===== src/rtl/fifo_pkg.sv =====
// Shared defaults and types for the FIFO read-side stream adapter.
package fifo_pkg;
  localparam int unsigned DATA_WIDTH_DEF = 8;
  localparam int unsigned CNT_WIDTH_DEF  = 16;

  typedef logic [1:0] occ_t;
  localparam occ_t OCC_EMPTY = 2'd0;
  localparam occ_t OCC_ONE   = 2'd1;
  localparam occ_t OCC_FULL  = 2'd2;
endpackage


===== src/rtl/fifo_rd_skid.sv =====
// Two-entry registered output buffer; head is the presented stream word.
module fifo_rd_skid
  import fifo_pkg::*;
#(
  parameter int unsigned P_DATA_WIDTH = DATA_WIDTH_DEF
) (
  input  logic                    clk,
  input  logic                    rst,
  input  logic                    flush,
  input  logic                    push,
  input  logic                    pop,
  input  logic [P_DATA_WIDTH-1:0] data,
  output logic [P_DATA_WIDTH-1:0] head,
  output occ_t                    occ
);

  logic [P_DATA_WIDTH-1:0] tail;

  always_ff @(posedge clk) begin
    if (rst) begin
      occ  <= OCC_EMPTY;
      head <= '0;
      tail <= '0;
    end else if (flush) begin
      occ <= OCC_EMPTY;
    end else begin
      case (occ)
        OCC_EMPTY: begin
          if (push) begin
            head <= data;
            occ  <= OCC_ONE;
          end
        end
        OCC_ONE: begin
          if (push && pop) begin
            head <= data;
          end else if (push) begin
            tail <= data;
            occ  <= OCC_FULL;
          end else if (pop) begin
            occ <= OCC_EMPTY;
          end
        end
        default: begin
          // Full: a push is only legal alongside a pop, so the tail refills as it advances.
          if (pop) begin
            head <= tail;
            if (push) tail <= data;
            else      occ  <= OCC_ONE;
          end
        end
      endcase
    end
  end

endmodule


===== src/rtl/fifo_rd_adapter.sv =====
// Converts a FIFO read port (rden / one-cycle-late rddata_valid) into a valid/ready stream.
module fifo_rd_adapter
  import fifo_pkg::*;
#(
  parameter int unsigned P_DATA_WIDTH = DATA_WIDTH_DEF,
  parameter int unsigned P_CNT_WIDTH  = CNT_WIDTH_DEF
) (
  input  logic                    rd_clk,
  input  logic                    rd_rst,
  input  logic                    fifo_empty,
  output logic                    rden,
  input  logic [P_DATA_WIDTH-1:0] rdata,
  input  logic                    rddata_valid,
  output logic                    m_valid,
  output logic [P_DATA_WIDTH-1:0] m_data,
  input  logic                    m_ready,
  input  logic                    flush,
  output logic [P_CNT_WIDTH-1:0]  rd_beat_cnt,
  output logic                    underflow_err
);

  occ_t occ;
  logic inflight;
  logic drop;
  logic pop;
  logic accept;
  logic overfull;
  logic capture;
  logic stray;

  assign m_valid = (occ != OCC_EMPTY);
  assign pop     = m_valid & m_ready;

  // Credit check: buffered + in-flight words after this cycle's pop must leave room for one more.
  assign rden = ~rd_rst & ~fifo_empty & ~flush &
                (({1'b0, occ} + {2'b0, inflight}) < (3'd2 + {2'b0, pop}));

  // drop covers the cycle after flush or reset, when a returning word belongs to discarded state.
  assign accept   = rddata_valid & ~drop & ~flush & ~rd_rst;
  assign overfull = (occ == OCC_FULL) & ~pop;
  assign capture  = accept & inflight & ~overfull;
  assign stray    = accept & (~inflight | overfull);

  always_ff @(posedge rd_clk) begin
    if (rd_rst) begin
      inflight      <= 1'b0;
      drop          <= 1'b1;
      rd_beat_cnt   <= '0;
      underflow_err <= 1'b0;
    end else begin
      inflight <= rden;
      drop     <= flush;
      if (pop)   rd_beat_cnt   <= rd_beat_cnt + P_CNT_WIDTH'(1);
      if (stray) underflow_err <= 1'b1;
    end
  end

  fifo_rd_skid #(
    .P_DATA_WIDTH (P_DATA_WIDTH)
  ) u_skid (
    .clk   (rd_clk),
    .rst   (rd_rst),
    .flush (flush),
    .push  (capture),
    .pop   (pop),
    .data  (rdata),
    .head  (m_data),
    .occ   (occ)
  );

endmodule

===== config.mk =====
export PLATFORM = sky130hd
export DESIGN_NAME = fifo_rd_adapter
export DESIGN_NICKNAME = d
export VERILOG_FILES = /design/src/rtl/fifo_pkg.sv /design/src/rtl/fifo_rd_skid.sv /design/src/rtl/fifo_rd_adapter.sv
export SDC_FILE = /design/constraint.sdc
export NUM_CORES = 1
export LEC_CHECK = 0
export CAP_MARGIN = 20
export CORE_UTILIZATION = 35
export DETAILED_ROUTE_END_ITERATION = 10
export SYNTH_ARGS = -nofsm -noshare
export SYNTH_HDL_FRONTEND = slang
export SYNTH_SLANG_ARGS = --single-unit

===== constraint.sdc =====
create_clock -name rd_clk -period 2.75 [get_ports rd_clk]
set_input_delay 0.55 -clock rd_clk [delete_from_list [all_inputs] [get_ports rd_clk]]
set_output_delay 0.55 -clock rd_clk [all_outputs]
set_load 0.05 [all_outputs]

==> flow_summary.yaml, run 1 <==
yosys:
  synth_seq_area_share_pct: 39.8
  synth_warnings: 0
  synth_cell_types: 42
  synth_compound_area_share_pct: 15.4
  synth_flop_cell: "dfxtp_1"
  yosys.area.top_type_share_pct: 39.8
  synthTopCellsByArea: "dfxtp_1 40%, nand3_1 6.4%, nor2_1 5.0%"
  yosys_register_bits: 37
  yosysMostFrequentCell: "dfxtp_1"
  muxShareOfSynthArea_pct: 5.64
  synth_fa_ha_area_share_pct: 2.01
  synth_top_family_by_area: "simple AND/OR/NAND/NOR gates"
  synth_xor_area_share_pct: 4.70
  avgSynthCellArea_um2: 8.39
  synth-edff-count: 0
  syn_inst: 222
  netlist_area_um2: 1860
  synthTopCellsByCount: "37 x dfxtp_1, 25 x nor2_1, 24 x nand3_1"
  synth-simple-area-share_pct: 26.4
  yosysTopAreaCell: "dfxtp_1"
  async_flop_share_pct: 0
  syn_nets: 239
die:
  dieWidth_um: 75.0
  start_util_pct: 36.5
  dieArea_um2: 5620
  die_h_um: 75.0
  fp-row-count: 26
  io_pins: 41
  fp.coreArea_um2: 5110
clock_tree:
  post_cts_buffers: 0
  cts_buffers: 5
  clock_path_buffers: 2
  cts_tree: "built"
  holdBufCountCts: 0
  clkTransAtPathRegs_ns: 0.07
  cts_max_level: 2
  cts_resized: 0
  clockRootBuffer: "clkbuf_8"
  clock_latency_ns: 0.29
  clock_sinks: 37
global_route:
  grt_pass1_wl_um: 7110
  grt_usage_pct: 16.8
  antenna_found_initial: 0
  grt_pass1_vias: 1543
  overflow: 0
  grt_use_met3_pct: 5.49
  grt_busiest_layer: "met2"
  met2_usage_pct: 25.2
  use_met1_pct: 22.4
  grt_start_max_net_pins: 35
timing:
  max_freq_mhz: 401
  fin_skew_ns: 0.00685
  finalWorstSetupSlack_ns: 0.257
  maxSlewHeadroom_pct: 60.1
  min_period_ns: 2.49
  drv_slew: 0
  post-route-period-util_pct: 90.6
  final-setup-viol-count: 0
  worst_pin_slew_ns: 0.596
  hold_viol_final: 0
  final.setup.tns_ns: 0
  rsz0062_at_grt: "no"
  holdWs_ns: 0.482
layout:
  fillers: 528
  nets: 280
  antenna_cells: 0
  regArea_um2: 741
  final_core_util_pct: 47.8
  drive_gt1_share_pct: 9.89
  area_delta_synth_final_pct: 31.2
  stdcell_area_um2: 2440
  multi_input_area_um2: 1020
routing:
  dr.first_iter.drc_count: 88
  dr.pass1.iters: 4
  wl_per_cell_um: 13.3
  vias: 1700
  drc: 0
  vias_per_cell: 5.11
  ant_nets: 0
  wl_um: 4430
worst_setup_path:
  arrival_ns: 1.94
  path_class: "in -> out"
  slowest_stage: "clkdlybuf4s50_1"
  slowest_delay_ns: 0.51
  cp.required_ns: 2.20
  worstPathCellList: "clkdlybuf4s50_1 > o21ai_2 > o21ai_0 > nor4b_2 > buf_12"
  path_max_fanout: 8
  end_kind: "output pin"
  critPathLaunchType: "input port"
job:
  cap_violations: 0
place:
  dp_slack_ns: 0.208
  dpl.hpwl_um: 2980
  port_buffers: 40
  place_congestion: 0.761
  dpl_cell_area_um2: 2360
power_and_ir_drop:
  powerDensity_nw_per_um2: 409
  power.leakage_uw: 0.000894
  irDropWorstVdd_mv: 0.196
outcome:
  status: "completed"
min_path:
  worstHoldPathType: "reg -> reg"
==> critical path, delay by kind of cell <==
kind | cells | cell delay [ns]
buffers and inverters | 2 | 0.69
and+or+nand+nor | 1 | 0.33
AOI/OAI and AO/OA | 2 | 0.37
==> kinds of logic after synthesis <==
family	after synthesis
AND/OR/NAND/NOR	93
buffers and inverters	27
AO/OA/AOI/OAI	42
flip-flops	37
XOR/XNOR	10
adder cells (fa/ha/maj)	3
multiplexers	10
==> cells in the final DEF (no fill, tap or decap), drive strengths merged, types with 2 or more instances in the layout <==
master | netlist | routed
or3 | 2 | 2
mux2 | 4 | 4
nand2 | 13 | 13
xnor2 | 6 | 6
nor2b | 4 | 4
ha | 3 | 3
o221ai | 8 | 8
nor2 | 25 | 25
nor4 | 4 | 4
clkdlybuf4s50 | 0 | 38
dfxtp | 37 | 37
nand3b | 3 | 3
mux2i | 6 | 6
a21oi | 4 | 4
a22oi | 8 | 8
buf | 6 | 9
o21ai | 16 | 16
nor4b | 3 | 3
clkbuf | 7 | 7
nand3 | 24 | 24
nor3 | 3 | 3
xor2 | 4 | 4
inv | 14 | 14
or3b | 2 | 2
nor3b | 2 | 2
nand4 | 4 | 4
==> stage by stage <==
stage	power, µW	std cells
after floorplan	586	222
after global placement	625	326
after detailed placement	624	326
after CTS	1010	333
after global routing	1040	333
final	999	333
==> layer usage <==
layer  up-vias  wire length [µm]
met5         -                 0
met4         0                71
met3         8               260
met2        38              1960
met1       777              2130
li1        877                 -
==> flip-flops by register name (all words and copies together) (netlist names) <==
name,cells
rd_beat_cnt,16
u_skid.head,8
u_skid.tail,8
u_skid.occ,2
drop,1
inflight,1
underflow_err,1
==> power breakdown <==
part | leakage, µW | internal (µW) | total [µW] | switching, µW
Clock | 0.0000443 | 199 | 387 | 188
Combinational | 0.000552 | 32.0 | 72.2 | 40.2
Sequential | 0.000298 | 537 | 540 | 2.30
==> path summary, 6_finish.rpt <==
kind,startpoint,endpoint,slack [ns],cells after the start
max reg2reg,u_skid.occ[0],u_skid.tail[5],0.83,4
min,underflow_err,underflow_err,0.48,2
min reg2reg,underflow_err,underflow_err,0.48,2
max,m_ready,rden,0.26,5
==> area by class of cell <==
cell class / instances / share of cell area, %
Multi-Input combinational cell: 158 / 41.6
Clock buffer: 7 / 3.53
Timing Repair Buffer: 47 / 18.8
Sequential cell: 37 / 30.3
Tap cell: 70 / 3.58
Inverter: 14 / 2.15
Note: power is estimated with default switching activity, not from simulation.
==> inputs of run 2 (changes only) <==
GPL_TIMING_DRIVEN = 0   (was default)
PLACE_DENSITY = 0.68   (was default)
clock period = 3.1 ns   (was 2.75 ns; I/O delays follow)
==> run 2 against run 1 <==
Clock skew down 0.0034 ns. Final area about the same. Wire length decreased by 2.2%. Sequential power shrank 11%. Utilization about the same. Critical endpoint unchanged. Largest cell class unchanged.
==> flow_summary.yaml, run 2 (same netlist as run 1, synthesis figures left out) <==
routing:
  ant_nets: 0
  dr.first_iter.drc_count: 100
  vias_per_cell: 5.11
  dr.pass1.iters: 4
  routed-wl-met3_um: 247
  wl_met2_um: 1890
  highest_layer: "met4"
  wl_um: 4330
  wl_per_cell_um: 12.8
  vias: 1728
  met1_length_um: 2110
  drc: 0
timing:
  holdWs_ns: 0.482
  rsz0062_at_grt: "no"
  worst_pin_slew_ns: 0.558
  min_period_ns: 2.85
  finalWorstSetupSlack_ns: 0.254
  fin_skew_ns: 0.00348
  maxSlewHeadroom_pct: 62.6
  post-route-period-util_pct: 91.8
  max_freq_mhz: 351
  hold_viol_final: 0
  drv_slew: 0
  final-setup-viol-count: 0
clock_tree:
  cts_tree: "built"
  holdBufCountCts: 0
  clockRootBuffer: "clkbuf_8"
  clock_path_buffers: 2
  clock_latency_ns: 0.28
  cts_buffers: 5
  cts_max_level: 2
  clock_sinks: 37
  clkTransAtPathRegs_ns: 0.07
power_and_ir_drop:
  powerDensity_nw_per_um2: 359
  irDropWorstVdd_mv: 0.197
  pwr-share-clk_pct: 38.4
  switching_share_pct: 22.6
  seqPwrFrac_pct: 54.7
  combPwrFrac_pct: 7.0
  power.switching_uw: 198
  intPower_uw: 678
  power.leakage_uw: 0.000881
worst_setup_path:
  worstPathCellList: "clkdlybuf4s50_1 > nor2_4 > inv_1 > nor4b_2 > clkdlybuf4s15_2"
  cp.required_ns: 2.48
  slowest_delay_ns: 0.55
  critPathLaunchType: "input port"
  end_kind: "output pin"
  arrival_ns: 2.23
  ff2ff_path_depth: 6
  slowest_stage: "clkdlybuf4s50_1"
  path_max_fanout: 9
  path_class: "in -> out"
layout:
  drive_gt1_share_pct: 8.96
  largest_reg_flops: 16
  regMostFlops: "rd_beat_cnt"
  top_regs: "rd_beat_cnt: 16 flops, u_skid.head: 8 flops, u_skid.tail: 8 flops"
  stdcell_area_um2: 2440
  final_cell_mix: "38 x clkdlybuf4s50_1, 37 x dfxtp_1, 24 x nor2_1, 24 x nand3_1"
  nets: 285
  area_delta_synth_final_pct: 31.1
  layout_commonest_cell: "clkdlybuf4s50_1"
  final_core_util_pct: 47.8
  antenna_cells: 0
  fillers: 521
place:
  dpl.hpwl_um: 3090
  dp_slack_ns: -0.499
  port_buffers: 39
  place_congestion: 0.827
  dpl_cell_area_um2: 2350
outcome:
  status: "completed"
global_route:
  grt_pass1_wl_um: 7180
  grt_pass1_vias: 1575
  grt_usage_pct: 17.0
  overflow: 0
  grt_start_max_net_pins: 11
  antenna_found_initial: 0
die:
  dieArea_um2: 5620
  fp-row-count: 26
  dieWidth_um: 75.0
  die_h_um: 75.0
  start_util_pct: 36.5
  io_pins: 41
  fp.coreArea_um2: 5110
min_path:
  whs_path_depth: 2
  worstHoldPathType: "reg -> reg"
job:
  cap_violations: 0
run 2: cell types whose count changed in the layout (fill, tap and decap cells not counted), sizes merged:
cell	change
buf	-3
clkdlybuf4s15	+1
clkbuf	+7
run 2: stage by stage:
step | instances | setup TNS (ns) | total power, µW
finish | 338 | 0 | 876
global route | 338 | 0 | 914
CTS | 338 | 0 | 889
detailed placement | 331 | -0.499 | 549
global placement | 331 | -0.493 | 549
floorplan | 222 | 0 | 520
run 2: area by class of cell:
type | instances | area (µm²) | area share [%]
buffer | 13 | 60.1 | 2.46
multi-input combinational | 158 | 1020 | 41.9
clock buffer | 7 | 86.3 | 3.53
inverter | 14 | 52.6 | 2.15
sequential | 37 | 741 | 30.3
tap | 70 | 87.6 | 3.59
timing repair buffer | 39 | 392 | 16.0
run 2: power groups by stage:
stage | combinational, µW | sequential [µW] | clock [µW]
after floorplan | 28.7 | 491 | 0
final | 60.9 | 479 | 336
after global placement | 59.5 | 490 | 0
after global routing | 66.9 | 479 | 369
after CTS | 60.5 | 479 | 350
after detailed placement | 59.8 | 490 | 0
run 2: path summary, 6_finish.rpt:
kind                 start        endpoint  slack (ns)
max                  flush            rden        0.25
min          underflow_err   underflow_err        0.48
max reg2reg  u_skid.occ[1]  u_skid.head[6]        1.13
min reg2reg  underflow_err   underflow_err        0.48
run 2: critical path: cells and delay by family:
| family | cells | cell delay, ns |
|---|---|---|
| buffers and inverters | 3 | 1.10 |
| AND/OR/NAND/NOR | 2 | 0.51 |
run 2: what timing repair did:
action | 4_1_cts | 5_1_grt
pin swaps | 0 | 0
setup buffers | 0 | 0
endpoints found under the setup margin | 1 | 1
resized for setup | 5 | 1
run 2: routing by layer:
| layer | vias up | global-route usage, % |
|---|---|---|
| met2 | 50 | 25.5 |
| met5 | - | 0 |
| li1 | 885 | - |
| met4 | 0 | 8.39 |
| met1 | 786 | 22.5 |
| met3 | 7 | 4.55 |
==> inputs of run 3 (changes only) <==
GPL_ROUTABILITY_DRIVEN = 0   (was default)
==> results of run 3 <==
The final DEF is identical to that of run 2; final timing and power are the same.
